**src/rtl/time_set_ctrl.sv**
```systemverilog
// time_set_ctrl: push-button hour/minute setting front end with debounced keys, field blink and timed load.
// Optional macro TSET_AUTOREPEAT_EN: a held up/down key auto-repeats while a field is being edited.
module time_set_ctrl #(
   parameter int DEBOUNCE_CYCLES = 1000000,
   parameter int LOAD_CYCLES     = 50000000,
   parameter int BLINK_CYCLES    = 12500000,
   parameter int REPEAT_DELAY    = 25000000,
   parameter int REPEAT_RATE     = 5000000
) (
   input  logic       CLOCK_50,
   input  logic       rst_n,
   input  logic       key_mode_n,
   input  logic       key_up_n,
   input  logic       key_down_n,
   input  logic [4:0] cur_hour,
   input  logic [5:0] cur_min,
   output logic [4:0] edit_hour,
   output logic [5:0] edit_min,
   output logic       load,
   output logic       editing,
   output logic       blink_hour,
   output logic       blink_min
);
   localparam int DW = $clog2(DEBOUNCE_CYCLES + 1);
   localparam int LW = $clog2(LOAD_CYCLES + 1);
   localparam int BW = $clog2(BLINK_CYCLES + 1);
   typedef enum logic [1:0] {IDLE, EDIT_HOUR, EDIT_MIN, COMMIT} state_t;
   state_t state;
   logic [2:0] raw, s1, s2, deb, deb_d, strobe;
   logic [LW-1:0] lcnt;
   logic [BW-1:0] bcnt;
   logic phase, mode_s, up_s, dn_s, rpt, step_up, step_dn, load_done, chg;
   assign raw = ~{key_down_n, key_up_n, key_mode_n};
   assign strobe = deb & ~deb_d;
   assign mode_s = strobe[0];
   assign up_s = strobe[1];
   assign dn_s = strobe[2];
   assign step_up = (up_s & ~dn_s) | (rpt & deb[1]);
   assign step_dn = (dn_s & ~up_s) | (rpt & deb[2]);
   assign load_done = (state == COMMIT) && (lcnt == LW'(LOAD_CYCLES - 1));
   assign chg = mode_s ? (state != COMMIT) : load_done;
   assign blink_hour = (state == EDIT_HOUR) & phase;
   assign blink_min = (state == EDIT_MIN) & phase;
   // two-flop synchronizers for the raw keys and the previous debounced level for edge detection
   always_ff @(posedge CLOCK_50 or negedge rst_n)
      if (!rst_n) begin
         s1 <= '0;
         s2 <= '0;
         deb_d <= '0;
      end else begin
         s1 <= raw;
         s2 <= s1;
         deb_d <= deb;
      end
   genvar k;
   generate
      for (k = 0; k < 3; k++) begin : g_deb
         logic [DW-1:0] cnt;
         logic lvl;
         assign deb[k] = lvl;
         // debounced level follows the synchronized key only after a full stable run
         always_ff @(posedge CLOCK_50 or negedge rst_n)
            if (!rst_n) begin
               cnt <= '0;
               lvl <= 1'b0;
            end else if (s2[k] == lvl) begin
               cnt <= '0;
            end else if (cnt == DW'(DEBOUNCE_CYCLES - 1)) begin
               cnt <= '0;
               lvl <= s2[k];
            end else begin
               cnt <= cnt + 1'b1;
            end
      end
   endgenerate
`ifdef TSET_AUTOREPEAT_EN
   localparam int RW = $clog2(REPEAT_DELAY + REPEAT_RATE + 1);
   logic [RW-1:0] rcnt;
   logic first, run;
   assign run = ((state == EDIT_HOUR) || (state == EDIT_MIN)) && (deb[1] ^ deb[2]) && !(|strobe);
   assign rpt = run && (rcnt == (first ? RW'(REPEAT_DELAY - 1) : RW'(REPEAT_RATE - 1)));
   // times the initial hold delay, then the repeat interval, of a single held direction key
   always_ff @(posedge CLOCK_50 or negedge rst_n)
      if (!rst_n) begin
         rcnt <= '0;
         first <= 1'b1;
      end else if (!run || rpt) begin
         rcnt <= '0;
         first <= !run;
      end else begin
         rcnt <= rcnt + 1'b1;
      end
`else
   logic unused_rpt;
   assign rpt = 1'b0;
   assign unused_rpt = ^{REPEAT_DELAY, REPEAT_RATE};
`endif
   // edit state machine with registered edit values, load pulse and blink phase
   always_ff @(posedge CLOCK_50 or negedge rst_n)
      if (!rst_n) begin
         state <= IDLE;
         edit_hour <= '0;
         edit_min <= '0;
         load <= 1'b0;
         editing <= 1'b0;
         lcnt <= '0;
         bcnt <= '0;
         phase <= 1'b0;
      end else begin
         bcnt <= chg || (bcnt == BW'(BLINK_CYCLES - 1)) ? '0 : bcnt + 1'b1;
         phase <= chg ? 1'b1 : (bcnt == BW'(BLINK_CYCLES - 1)) ? ~phase : phase;
         case (state)
            IDLE:
               if (mode_s) begin
                  state <= EDIT_HOUR;
                  edit_hour <= cur_hour;
                  edit_min <= cur_min;
                  editing <= 1'b1;
               end
            EDIT_HOUR:
               if (mode_s) state <= EDIT_MIN;
               else if (step_up) edit_hour <= (edit_hour >= 5'd23) ? '0 : edit_hour + 5'd1;
               else if (step_dn) edit_hour <= (edit_hour == 5'd0) ? 5'd23 : edit_hour - 5'd1;
            EDIT_MIN:
               if (mode_s) begin
                  state <= COMMIT;
                  editing <= 1'b0;
                  load <= 1'b1;
                  lcnt <= '0;
               end
               else if (step_up) edit_min <= (edit_min >= 6'd59) ? '0 : edit_min + 6'd1;
               else if (step_dn) edit_min <= (edit_min == 6'd0) ? 6'd59 : edit_min - 6'd1;
            default:
               if (load_done) begin
                  state <= IDLE;
                  load <= 1'b0;
               end else begin
                  lcnt <= lcnt + 1'b1;
               end
         endcase
      end
endmodule

```
**config.mk**
```make
export PLATFORM = sky130hd
export DESIGN_NAME = time_set_ctrl
export DESIGN_NICKNAME = d
export VERILOG_FILES = /design/src/rtl/time_set_ctrl.sv
export SDC_FILE = /design/constraint.sdc
export NUM_CORES = 1
export LEC_CHECK = 0
export CAP_MARGIN = 20
export CORE_ASPECT_RATIO = 1.4
export CORE_MARGIN = 3
export CORE_UTILIZATION = 50
export DETAILED_ROUTE_END_ITERATION = 6
export DONT_BUFFER_PORTS = 1
export HOLD_SLACK_MARGIN = 0.02
export PLACE_DENSITY = 0.76
export SETUP_SLACK_MARGIN = 0.1
export SYNTH_ARGS = -nofsm -noshare
export SYNTH_HDL_FRONTEND = slang
export SYNTH_SLANG_ARGS = --single-unit
```
**constraint.sdc**
```tcl
create_clock -name CLOCK_50 -period 2.3 [get_ports CLOCK_50]
set_input_delay 0.115 -clock CLOCK_50 [delete_from_list [all_inputs] [get_ports CLOCK_50]]
set_output_delay 0.115 -clock CLOCK_50 [all_outputs]
set_load 0.02 [all_outputs]
```
==> flow_summary.yaml <==
timing:
  fmax_mhz: 478
  slew_violations: 0
  rsz0062_at_grt: "no"
  max-slew-margin-rel: 0.629
  tightest_slew_ps: 551
  totalNegativeSetupSlack_ps: 0
  hold_ws_ps: -613
  period_needed_ps: 2090
  finalHoldViolCount: 138
  fin_ws_ps: 208
  setup_viol: 0
  skew_ps: 11.2
  fin_crit_sh: 0.909
synth:
  yosys_register_bits: 138
  ys_types: 62
  synth_warnings: 0
  syn-num-nets: 785
  async_reset_ff_frac: 1.00
  synth_edf_count: 0
  seq_area_frac_synth: 0.475
  post_synth.cell_area_avg_um2: 9.64
  synth_flop_cell: "dfrtp_1"
  synthesis.area_mm2: 0.00727
  synthCells: 754
cts:
  clk_latency_ps: 420
  postCtsSetupBuffers: 0
  cts_hold_repair.buffers: 12
  cts_sinks: 138
  cts_buffers: 17
  cts.clk_slew.worst_paths_ps: 60
  htree_levels: 4
  clockBufferDepth: 2
  cts_root_buf: "clkbuf_16"
  cts_tree: "yes"
setup_path:
  required_ps: 2590
  worstReg2RegStart: "lcnt[0]"
  reg2regPathDepth: 6
  crit_chain: "ha_1, nand3_2, nor4_4, and2_2, a211o_4, nor2_1"
  cp-startpoint: "lcnt[0]"
  cp_slowest_cell: "dfrtp_1"
  end_kind: "flop"
  cp-start-kind: "flop"
  crit_fanout: 23
  worst-endpoint-arrival_ps: 2390
  crit_path_max_incr_delay_ps: 400
  critPathKind: "flop to flop"
final_layout:
  num-fill-cells: 1138
  regArea_mm2: 0.00345
  antenna_cells: 0
  syn2layout_area_growth_pct: 14.0
  drive_above_1_share: 0.0910
  multi_input_area_mm2: 0.00361
  fin_nets: 809
  fin_cells: 976
floorplan:
  fp.dieArea_mm2: 0.0160
  die_x_um: 108
  start_util: 0.516
  die_h_um: 149
  rows: 51
  ios: 31
  coreArea_mm2: 0.0141
power:
  leakagePower_nw: 3.62
  power_density_mw_per_mm2: 664
  ir_worst_vdd_uv: 656
drt:
  drtAntennaViolNets: 0
  wl_per_cell_um: 15.4
  via_count: 5718
  viasPerCell: 5.86
  first_iter_violations: 445
  first_pass_iters: 5
  finalWirelength_um: 15000
  drc: 0
hold_path:
  holdCritPathClass: "primary input to asynchronous set/reset pin"
global_route:
  grt_pass1_vias: 5783
  grt_max_degree: 139
  grtUsageTotal: 0.196
  grt_pass1_wl_um: 25900
  grt_overflow: 0
  antenna_found_initial: 0
placed_design:
  dp.cells: 932
  port_buffers: 0
  dpl.hpwl_um: 10100
  gp_congestion: 0.870
  dp_slack_ps: 204
status:
  violations: "negative hold slack"
  status: "finished, violations left"
job:
  maxCapViolCount: 0
## Yosys cell counts, types with 2 or more instances
master,count,share of area
and3_1,16,0.014
a21oi_1,20,0.014
a22o_1,2,0.0024
nand2b_1,4,0.0034
or4_1,5,0.0052
nor4b_1,6,0.0072
nand3_1,46,0.032
nor2_1,115,0.059
o21ai_0,29,0.020
o211ai_1,5,0.0052
a21o_1,4,0.0041
nor4_4,3,0.0088
dfrtp_1,138,0.47
or2_2,3,0.0026
xor2_1,55,0.066
nor4_1,5,0.0043
nand4b_1,3,0.0036
a21boi_0,2,0.0021
nor2b_1,5,0.0043
o22ai_1,4,0.0034
ha_1,15,0.026
o21ai_1,3,0.0021
and2_1,7,0.0060
nand2_1,49,0.025
mux2_2,4,0.0062
nand4_1,27,0.023
buf_2,5,0.0034
inv_1,26,0.013
buf_4,4,0.0041
nor3_1,11,0.0076
a31oi_1,12,0.010
clkbuf_1,13,0.0067
nand3_2,2,0.0028
nand3b_1,4,0.0041
xnor2_1,39,0.047
a311oi_1,2,0.0024
and4_1,15,0.018
nor4_2,4,0.0069
nor3b_1,4,0.0041
or3_1,4,0.0034
buf_6,2,0.0031
o22a_1,4,0.0048
o31ai_1,9,0.0093
## worst max-delay path, delay by kind of cell, from the launching register on
family                     cells  cell delay (ps)
adders and majority gates      1              290
DFF                            1              400
and+or+nand+nor                4              970
AOI/OAI and AO/OA              1              310
## per-stage QoR
stage	util	cell area, um2	hold WS [ps]	power [W]
final	0.588	8290	-613	0.00550
after global routing	0.588	8290	-639	0.00569
after CTS	0.586	8270	-628	0.00556
after detailed placement	0.532	7500	-178	0.00259
after global placement	0.532	7500	-177	0.00258
after floorplan	-	7270	-181	0.00257
## layer usage
layer	GRT usage	up-vias	wire, um
met5	0	-	0
met4	0.0771	0	307
met3	0.0434	30	706
met2	0.343	180	7890
met1	0.231	2797	6140
li1	-	2711	-
## kinds of logic after synthesis
logic type                 share of synthesized area
muxes                                        0.00619
AOI/OAI and AO/OA                             0.0929
xor gates and xnor gates                       0.113
and+or+nand+nor                                0.256
DFF                                            0.475
buffers and inverters                         0.0313
adders and majority gates                     0.0258
## state kept, by name, summed over array words and instances (netlist names)
register   cells
state          2
phase          1
bcnt          24
s2             3
editing        1
lcnt          26
g_deb.cnt     60
load           1
deb_d          3
edit_hour      5
edit_min       6
s1             3
g_deb.lvl      3
## timing repair
action	CTS	global route
gates resized for setup	0	3
endpoints found under the setup margin	0	26
endpoints found under the hold margin	150	138
## layout by cell type, fill, tap and decap left out, types with 5 or more instances in the layout
master / Yosys / final
a21oi_1: 20 / 20
a31oi_1: 12 / 12
and2_1: 7 / 7
and3_1: 16 / 16
and4_1: 15 / 15
buf_4: 4 / 17
clkbuf_16: 0 / 17
dfrtp_1: 138 / 138
dlygate4sd3_1: 0 / 12
ha_1: 15 / 15
inv_1: 26 / 26
nand2_1: 49 / 49
nand3_1: 46 / 46
nand4_1: 27 / 27
nor2_1: 115 / 115
nor2b_1: 5 / 5
nor3_1: 11 / 11
nor4_1: 5 / 5
nor4b_1: 6 / 6
o211ai_1: 5 / 5
o21ai_0: 29 / 29
o31ai_1: 9 / 9
or4_1: 5 / 5
xnor2_1: 39 / 39
xor2_1: 55 / 55
## area by class of cell
| class | instances | area share |
|---|---|---|
| Multi-Input combinational cell | 565 | 0.436 |
| Sequential cell | 138 | 0.417 |
| Clock buffer | 19 | 0.0546 |
| Timing Repair Buffer | 29 | 0.0299 |
| Tap cell | 185 | 0.0279 |
| Clock inverter | 13 | 0.0229 |
| Inverter | 27 | 0.0122 |
## report_power, final
group          total (W)  internal [W]  switching, W
clock network    0.00294       0.00188       0.00106
registers        0.00247       0.00245     0.0000232
logic          0.0000874     0.0000421     0.0000453
## worst paths after layout
check / end / slack [ps]
worst max-delay path: bcnt[2] / 210
worst min-delay path: g_deb[1].cnt[8] / -610
worst max register to register: bcnt[2] / 210
worst min register to register: s2[0] / 350
max in group asynchronous: lcnt[9] / 2730
min in group CLOCK_50: edit_min[5] / 40
Note: power is estimated with default switching activity, not from simulation.
